## src/rtl/tick_timebase_if.sv

```systemverilog
// Handshake bundle for tick_timebase: control inputs plus the registered
// tick/count/wrap_pulse outputs. master = controller side, slave = timebase.
interface tick_timebase_if #(
  parameter int unsigned CNT_W = 4
);
  logic             enable;
  logic             down;
  logic             wrap_ld;
  logic [CNT_W-1:0] wrap_val;
  logic             tick;
  logic [CNT_W-1:0] count;
  logic             wrap_pulse;

  modport master (
    output enable, down, wrap_ld, wrap_val,
    input  tick, count, wrap_pulse
  );

  modport slave (
    input  enable, down, wrap_ld, wrap_val,
    output tick, count, wrap_pulse
  );
endinterface

```

## src/rtl/tick_timebase.sv

```systemverilog
// Prescaled tick generator driving a programmable-modulus up/down counter.
// Define TIMEBASE_FAST_SIM_EN to use SIM_DIV as the prescale divisor.
module tick_timebase #(
  parameter int unsigned CLK_HZ   = 50_000_000,
  parameter int unsigned TICK_HZ  = 1,
  parameter int unsigned CNT_W    = 4,
  parameter int unsigned WRAP_RST = 8,
  parameter int unsigned SIM_DIV  = 10
) (
  input  logic               CLOCK,
  input  logic               clr,
  tick_timebase_if.slave     bus
);

`ifdef TIMEBASE_FAST_SIM_EN
  localparam int unsigned DIV = SIM_DIV;
`else
  localparam int unsigned DIV = (TICK_HZ > 0) ? CLK_HZ / TICK_HZ : 0;
`endif
  localparam int unsigned PW = (DIV > 2) ? $clog2(DIV) : 1;

  if (TICK_HZ == 0) begin : g_chk_tick_hz
    $fatal(1, "tick_timebase: TICK_HZ must be > 0");
  end
  if (DIV < 2) begin : g_chk_div
    $fatal(1, "tick_timebase: prescale divisor must be >= 2");
  end
  if ((WRAP_RST < 1) || (longint'(WRAP_RST) > (longint'(1) << CNT_W))) begin : g_chk_wrap
    $fatal(1, "tick_timebase: WRAP_RST must be in 1..2**CNT_W");
  end

  localparam logic [PW-1:0]    PRE_LAST   = PW'(DIV - 1);
  localparam logic [CNT_W-1:0] WRAP_M1_RST = CNT_W'(WRAP_RST - 1);

  logic [PW-1:0]    pre_cnt;
  // Modulus is held as (modulus-1) so 2**CNT_W still fits in CNT_W bits.
  logic [CNT_W-1:0] wrap_m1;
  logic [CNT_W-1:0] count_q;
  logic             tick_q;
  logic             wrap_q;

  logic             wrap_hit;
  logic [CNT_W-1:0] count_adv;
  logic             load_ok;

  always_comb begin
    wrap_hit  = bus.down ? (count_q == '0) : (count_q == wrap_m1);
    count_adv = '0;
    if (wrap_hit) begin
      count_adv = bus.down ? wrap_m1 : '0;
    end else begin
      count_adv = bus.down ? (count_q - 1'b1) : (count_q + 1'b1);
    end
    load_ok = bus.wrap_ld && (bus.wrap_val != '0);
  end

  always_ff @(posedge CLOCK) begin
    if (clr) begin
      pre_cnt <= '0;
      count_q <= '0;
      wrap_m1 <= WRAP_M1_RST;
      tick_q  <= 1'b0;
      wrap_q  <= 1'b0;
    end else if (load_ok) begin
      wrap_m1 <= bus.wrap_val - 1'b1;
      count_q <= '0;
      pre_cnt <= '0;
      tick_q  <= 1'b0;
      wrap_q  <= 1'b0;
    end else if (bus.enable) begin
      if (pre_cnt == PRE_LAST) begin
        pre_cnt <= '0;
        tick_q  <= 1'b1;
        count_q <= count_adv;
        wrap_q  <= wrap_hit;
      end else begin
        pre_cnt <= pre_cnt + 1'b1;
        tick_q  <= 1'b0;
        wrap_q  <= 1'b0;
      end
    end else begin
      tick_q <= 1'b0;
      wrap_q <= 1'b0;
    end
  end

  assign bus.tick       = tick_q;
  assign bus.count      = count_q;
  assign bus.wrap_pulse = wrap_q;

endmodule

```

## src/flat_wrapper.sv

```systemverilog
// flat-port wrapper written by rule: the top's interface ports become plain ports
module tick_timebase_flat 
#(
  parameter int unsigned CLK_HZ   = 50_000_000,
  parameter int unsigned TICK_HZ  = 1,
  parameter int unsigned CNT_W    = 4,
  parameter int unsigned WRAP_RST = 8,
  parameter int unsigned SIM_DIV  = 10
)
  (CLOCK, clr, bus_enable, bus_down, bus_wrap_ld, bus_wrap_val, bus_tick, bus_count, bus_wrap_pulse);
  tick_timebase_if #(.CNT_W(CNT_W)) bus_i ();
  input  logic CLOCK;
  input  logic clr;
  input wire logic [$bits(bus_i.enable)-1:0] bus_enable;
  input wire logic [$bits(bus_i.down)-1:0] bus_down;
  input wire logic [$bits(bus_i.wrap_ld)-1:0] bus_wrap_ld;
  input wire logic [$bits(bus_i.wrap_val)-1:0] bus_wrap_val;
  output wire logic [$bits(bus_i.tick)-1:0] bus_tick;
  output wire logic [$bits(bus_i.count)-1:0] bus_count;
  output wire logic [$bits(bus_i.wrap_pulse)-1:0] bus_wrap_pulse;
  assign bus_i.enable = bus_enable;
  assign bus_i.down = bus_down;
  assign bus_i.wrap_ld = bus_wrap_ld;
  assign bus_i.wrap_val = bus_wrap_val;
  assign bus_tick = bus_i.tick;
  assign bus_count = bus_i.count;
  assign bus_wrap_pulse = bus_i.wrap_pulse;
  tick_timebase #(.CLK_HZ(CLK_HZ), .TICK_HZ(TICK_HZ), .CNT_W(CNT_W), .WRAP_RST(WRAP_RST), .SIM_DIV(SIM_DIV)) u_core (.CLOCK(CLOCK), .clr(clr), .bus(bus_i));
endmodule
```

## config.mk

```make
export PLATFORM = sky130hd
export DESIGN_NAME = tick_timebase_flat
export DESIGN_NICKNAME = d
export VERILOG_FILES = /design/src/rtl/tick_timebase_if.sv /design/src/rtl/tick_timebase.sv /design/src/flat_wrapper.sv
export SDC_FILE = /design/constraint.sdc
export NUM_CORES = 1
export LEC_CHECK = 0
export BUFFER_PORTS_ARGS = -buffer_cell sky130_fd_sc_hd__buf_2
export CAP_MARGIN = 15
export CORE_AREA = 5 5 85 87
export DETAILED_ROUTE_END_ITERATION = 7
export DIE_AREA = 0 0 90 92
export PLACE_DENSITY_LB_ADDON = 0.2
export SLEW_MARGIN = 20
export SYNTH_ARGS = -nofsm -noshare
export SYNTH_HDL_FRONTEND = slang
export SYNTH_SLANG_ARGS = --single-unit
```

## constraint.sdc

```tcl
create_clock -name CLOCK -period 1.8 [get_ports CLOCK]
set_input_delay 0.18 -clock CLOCK [delete_from_list [all_inputs] [get_ports CLOCK]]
set_output_delay 0.18 -clock CLOCK [all_outputs]
set_load 0.03 [all_outputs]
```

==> results.toml, run 1 <==
[clock_network]
cts_inserted_buffers = 5
clk-insertion-delay-late_ns = 0.29
cts_tree = "built"
hold_buffers = 0
cts-root-buf = "clkbuf_8"
cts_resized = 0
htreeDepth = 2
cts.sinks = 36
clockBufferDepth = 2
clk_pin_slew_ns = 0.07
post_cts_buffers = 0

[sta]
setup_slack_ns = 0.1517
final_hold_viol_count = 0
fmax_mhz = 606.7
rsz0062_at_grt = "no"
worst_hold_slack_ns = 0.1072
slew_headroom_pct = 69.22
worstMarginPinSlew_ns = 0.4595
slew_violations = 0
finalSetupViolations = 0
min_period_over_period_pct = 91.57
clock_skew_ns = 0.004240
tns_ns = 0
final.min_clock_period_ns = 1.648

[detailed_routing]
wirelength_um = 3791
drt_first_pass_iters = 4
detail-route-antenna-nets = 0
vias = 1448
drc = 0
viasPerCell = 4.582
first_iter_violations = 68
routedWlPerCell_um = 12.00

[setup_path]
cpPeakStageDelay_ns = 0.42
required_ns = 1.98
slowest_stage = "dfxtp_1"
start_kind = "register"
cp.arrival_ns = 1.82
crit_type = "register to register"
path_cells = "nand4_1, nor4_4, buf_4, nand3_1, xor2_1, nor2_1"
critPathCaptureType = "register"
r2r_cells = 6
crit_fanout = 6

[final_layout]
regArea_um2 = 723.2
drive_gt1_share_pct = 17.57
multi_input_area_mm2 = 0.001079
fin_nets = 253
areaGrowthSynthToFinish_pct = 16.31
diodes = 0
fillers = 666
fin_cells = 316

[die]
die_h_um = 92
die_w_um = 90
io_pins = 15
core-area_mm2 = 0.006277
start_util_pct = 29.58
core.rowCount = 29
dieArea_mm2 = 0.008280

[yosys]
synthArstFlopShare_pct = 0
ys.flop_type = "dfxtp_1"
synth_fp_nets = 226
synth_top_area_share_pct = 38.81
synth-seq-cells = 36
yosysUniqueCellTypes = 38
synthCells = 211
synth_area_leaders = "dfxtp_1 (39%), xor2_1 (9.9%), nor2_1 (7.3%)"
yosysWarningCount = 0
synth_edf_count = 0
syn_area_mm2 = 0.001857
synth.avg_cell_area_um2 = 8.800
ys_seq_area_share_pct = 38.81
synth_top_area_cell = "dfxtp_1"

[placed_design]
place.gp.congestion = 0.7872
place_ws_ns = 0.1340
hpwl_um = 2874
place_inst = 308
io_buffers = 14

[global_routing]
grt_usage_pct = 10.17
grt_start_max_net_pins = 22
grt-ovfl-total = 0
antenna_found_initial = 0
grt_pass1_vias = 1456
grt_pass1_wl_um = 6768

[pwr]
p_leak_nw = 0.8594
irDropWorstVdd_mv = 0.3111
p_total_mw = 1.494
power_density_mw_per_mm2 = 691.6

[min_path]
hold_path_class = "input port to register"
min_path_cells = 2

[run]
maxCapViolCount = 0

[run_status]
run_status = "finished, final reports clean"
-- metal layers --
layer,vias up,wire (um),track usage (%),share of wire (%)
met5,-,0,0,0
met4,0,89,5.583,2.3
met3,8,117,2.619,3.1
met2,14,1649,14.94,43
met1,653,1934,13.55,51
li1,773,-,-,-
-- cell usage after synthesis, types with 2 or more instances --
cell / count
and2_2: 2
and3_1: 2
nand2b_1: 3
o21ai_0: 4
ha_1: 5
and4_1: 5
xnor2_1: 12
nand2_1: 19
nor3_1: 4
inv_1: 7
or3_1: 2
nor4_4: 2
dfxtp_1: 36
nor2_1: 36
a21oi_1: 5
a211o_1: 2
buf_6: 2
xor2_1: 21
nand3_1: 10
nand4_1: 10
a31oi_1: 5
-- per-stage QoR --
stage	instance area, um2	utilization, %
after floorplan	1857	-
after global placement	2067	32.93
after detailed placement	2067	32.93
after CTS	2157	34.36
after global routing	2160	34.40
final	2160	34.40
-- flip-flops by register name, summed over array words and instances (netlist names) --
name and flops:
u_core.pre_cnt 26, u_core.bus.count 4, u_core.wrap_m1 4, u_core.bus.tick 1, u_core.bus.wrap_pulse 1
-- path summary, 6_finish.rpt --
check | endpoint | slack (ns) | startpoint
setup / recovery | u_core.pre_cnt[23] | 0.15 | u_core.pre_cnt[7]
hold / removal | u_core.wrap_m1[3] | 0.11 | clr
setup reg to reg | u_core.pre_cnt[23] | 0.15 | u_core.pre_cnt[7]
hold reg to reg | u_core.pre_cnt[22] | 0.50 | u_core.pre_cnt[22]
-- area by class of cell --
type / instances / area share [%]
tap: 77 / 4.461
timing repair buffer: 24 / 6.721
multi-input combinational: 164 / 49.94
sequential: 36 / 33.49
clock buffer: 8 / 4.171
inverter: 7 / 1.217
-- logic make-up after synthesis --
kind of cell,share of synthesized area [%]
and+or+nand+nor,31.81
muxes,0.5391
xor gates and xnor gates,15.57
buffers and inverters,3.099
adders and majority gates,4.447
DFF,38.81
AOI/OAI and AO/OA,5.728
-- cells in the final DEF (no fill, tap or decap), types with 6 or more instances in the layout --
cell	count
nor2_1	36
dfxtp_1	34
xor2_1	21
nand2_1	19
buf_2	14
xnor2_1	12
nand4_1	10
nand3_1	10
buf_4	10
inv_1	7
clkbuf_8	6
-- critical path, delay by kind of cell (launching register included) --
kind                   cells  cell delay, ns
XOR/XNOR                   1            0.15
buffers and inverters      1            0.20
flip-flops                 1            0.42
AND/OR/NAND/NOR            4            0.77
-- report_power, final --
| group | leakage, nW | internal [mW] | total, mW | switching, mW |
|---|---|---|---|---|
| Combinational | 0.522 | 0.0375 | 0.0848 | 0.0474 |
| Sequential | 0.292 | 0.805 | 0.814 | 0.00937 |
| Clock | 0.0455 | 0.312 | 0.595 | 0.282 |
| Total | 0.859 | 1.15 | 1.49 | 0.339 |
Note: power is estimated with default switching activity, not from simulation.
==> inputs of run 2 (changes only) <==
BUFFER_PORTS_ARGS = unset   (was -buffer_cell sky130_fd_sc_hd__buf_2)
CELL_PAD_IN_SITES_DETAIL_PLACEMENT = 2   (was unset)
CELL_PAD_IN_SITES_GLOBAL_PLACEMENT = 2   (was unset)
DONT_BUFFER_PORTS = 1   (was unset)
==> run 2 against run 1 <==
Effect of this change: sequential power about the same; largest cell class unchanged; power is 6.3% lower; cell count is 2.5% lower; count of clock-buffer cells in the layout is 3 lower; fmax up 0.71%; worst setup slack gained 0.012 ns; die area is the same; first-iteration DRC count decreased by 50%.
==> results.toml, run 2 (synthesis gave the netlist of run 1 again) <==
[run_status]
run_status = "finished, final reports clean"

[sta]
clock_skew_ns = 0.008782
rsz0062_at_grt = "no"
slew_headroom_pct = 72.97
final.min_clock_period_ns = 1.637
final_hold_viol_count = 0
min_period_over_period_pct = 90.93
setup_slack_ns = 0.1633
fmax_mhz = 611.0
slew_violations = 0
worstMarginPinSlew_ns = 0.4036
finalSetupViolations = 0
worst_hold_slack_ns = 0.05728
tns_ns = 0

[placed_design]
hpwl_um = 3501
io_buffers = 0
place_ws_ns = 0.1033
place.gp.congestion = 0.7310

[global_routing]
grt_pass1_vias = 1611
grt_pass1_wl_um = 7872
grt_usage_pct = 11.75
grt_start_max_net_pins = 22
grt-ovfl-total = 0
antenna_found_initial = 0

[die]
die_h_um = 92
start_util_pct = 29.58
io_pins = 15
core-area_mm2 = 0.006277
die_w_um = 90
dieArea_mm2 = 0.008280
core.rowCount = 29

[detailed_routing]
drc = 0
wl_met3_um = 134
routedWlPerCell_um = 14.84
drt_first_pass_iters = 4
wl_met2_um = 2180
wirelength_um = 4572
viasPerCell = 5.003
detail-route-antenna-nets = 0
wl_met1_um = 2200
vias = 1541
first_iter_violations = 34
routed.top_layer = "met4"

[final_layout]
largest-register = "u_core.pre_cnt"
diodes = 0
mostFrequentLayoutCell = "nor2_1"
drive_gt1_share_pct = 14.72
fin_nets = 248
areaGrowthSynthToFinish_pct = 15.09
largest_register_ff_count = 26
layout_common_cells = "nor2_1 (36), dfxtp_1 (35), xor2_1 (21)"

[min_path]
hold_path_class = "input port to register"
min_path_cells = 2

[clock_network]
clk-insertion-delay-late_ns = 0.29
clk_pin_slew_ns = 0.07
post_cts_buffers = 0
cts-root-buf = "clkbuf_8"
htreeDepth = 2
cts.sinks = 36
cts_inserted_buffers = 5
cts_tree = "built"
clockBufferDepth = 2

[pwr]
power_density_mw_per_mm2 = 654.6
irDropWorstVdd_mv = 0.4468
p_leak_nw = 0.8320

[setup_path]
path_cells = "and2_2, nand4_1, nor4_4, nand2b_4, nor2_1"
crit_type = "register to register"
cpPeakStageDelay_ns = 0.35
critPathCaptureType = "register"
required_ns = 1.96
slowest_stage = "dfxtp_1"
start_kind = "register"
cp.arrival_ns = 1.80
r2r_cells = 5
crit_fanout = 21

[run]
maxCapViolCount = 0
==> run 2: cell count changes in the layout (fill, tap and decap cells not counted) <==
cell           previous run  this run
buf_4                    10        18
dlygate4sd3_1             0         1
dfxtp_2                   2         1
clkbuf_1                  2         0
clkbuf_8                  6         5
dfxtp_1                  34        35
buf_2                    14         0
==> run 2: worst paths after layout <==
check | from | endpoint | slack [ns]
worst min register to register | u_core.pre_cnt[21] | u_core.pre_cnt[21] | 0.51
worst max register to register | u_core.pre_cnt[22] | u_core.pre_cnt[0] | 0.16
worst max-delay path | u_core.pre_cnt[22] | u_core.pre_cnt[0] | 0.16
worst min-delay path | bus_enable | u_core.pre_cnt[1] | 0.06
==> run 2: power breakdown <==
group          switching [mW]  internal [mW]  total, mW
Clock                   0.258          0.249      0.508
Combinational          0.0422         0.0350     0.0771
Sequential            0.00909          0.805      0.814
==> run 2: layer usage <==
layer,vias up,track usage (%)
met5,-,0
met4,0,4.094
met3,4,3.764
met2,12,19.51
met1,764,14.32
li1,761,-
==> run 2: area by class of cell <==
| type | instances | area, um2 |
|---|---|---|
| Fill cell | 712 | 4140 |
| Multi-Input combinational cell | 164 | 1079 |
| Sequential cell | 36 | 721.9 |
| Timing Repair Buffer | 19 | 145.1 |
| Tap cell | 77 | 96.34 |
| Clock buffer | 5 | 68.82 |
| Inverter | 7 | 26.28 |
==> run 2: per-stage QoR <==
| step | total power [mW] | std cells | area (um2) | utilization (%) |
|---|---|---|---|---|
| floorplan | 0.8927 | 211 | 1857 | - |
| global placement | 0.9070 | 302 | 2057 | 32.77 |
| detailed placement | 0.9082 | 302 | 2057 | 32.77 |
| CTS | 1.432 | 308 | 2136 | 34.02 |
| global route | 1.479 | 308 | 2137 | 34.04 |
| finish | 1.399 | 308 | 2137 | 34.04 |
==> run 2: worst max-delay path: cells and delay by family, from the launching register on <==
| kind | cells | cell delay [ns] |
|---|---|---|
| and+or+nand+nor | 5 | 1.16 |
| DFF | 1 | 0.35 |
==> run 2: repair_timing <==
action                     4_1_cts  5_1_grt
hold endpoints to repair         4        0
hold buffers                     1        0
resized for setup                0        1
setup endpoints to repair        0        4
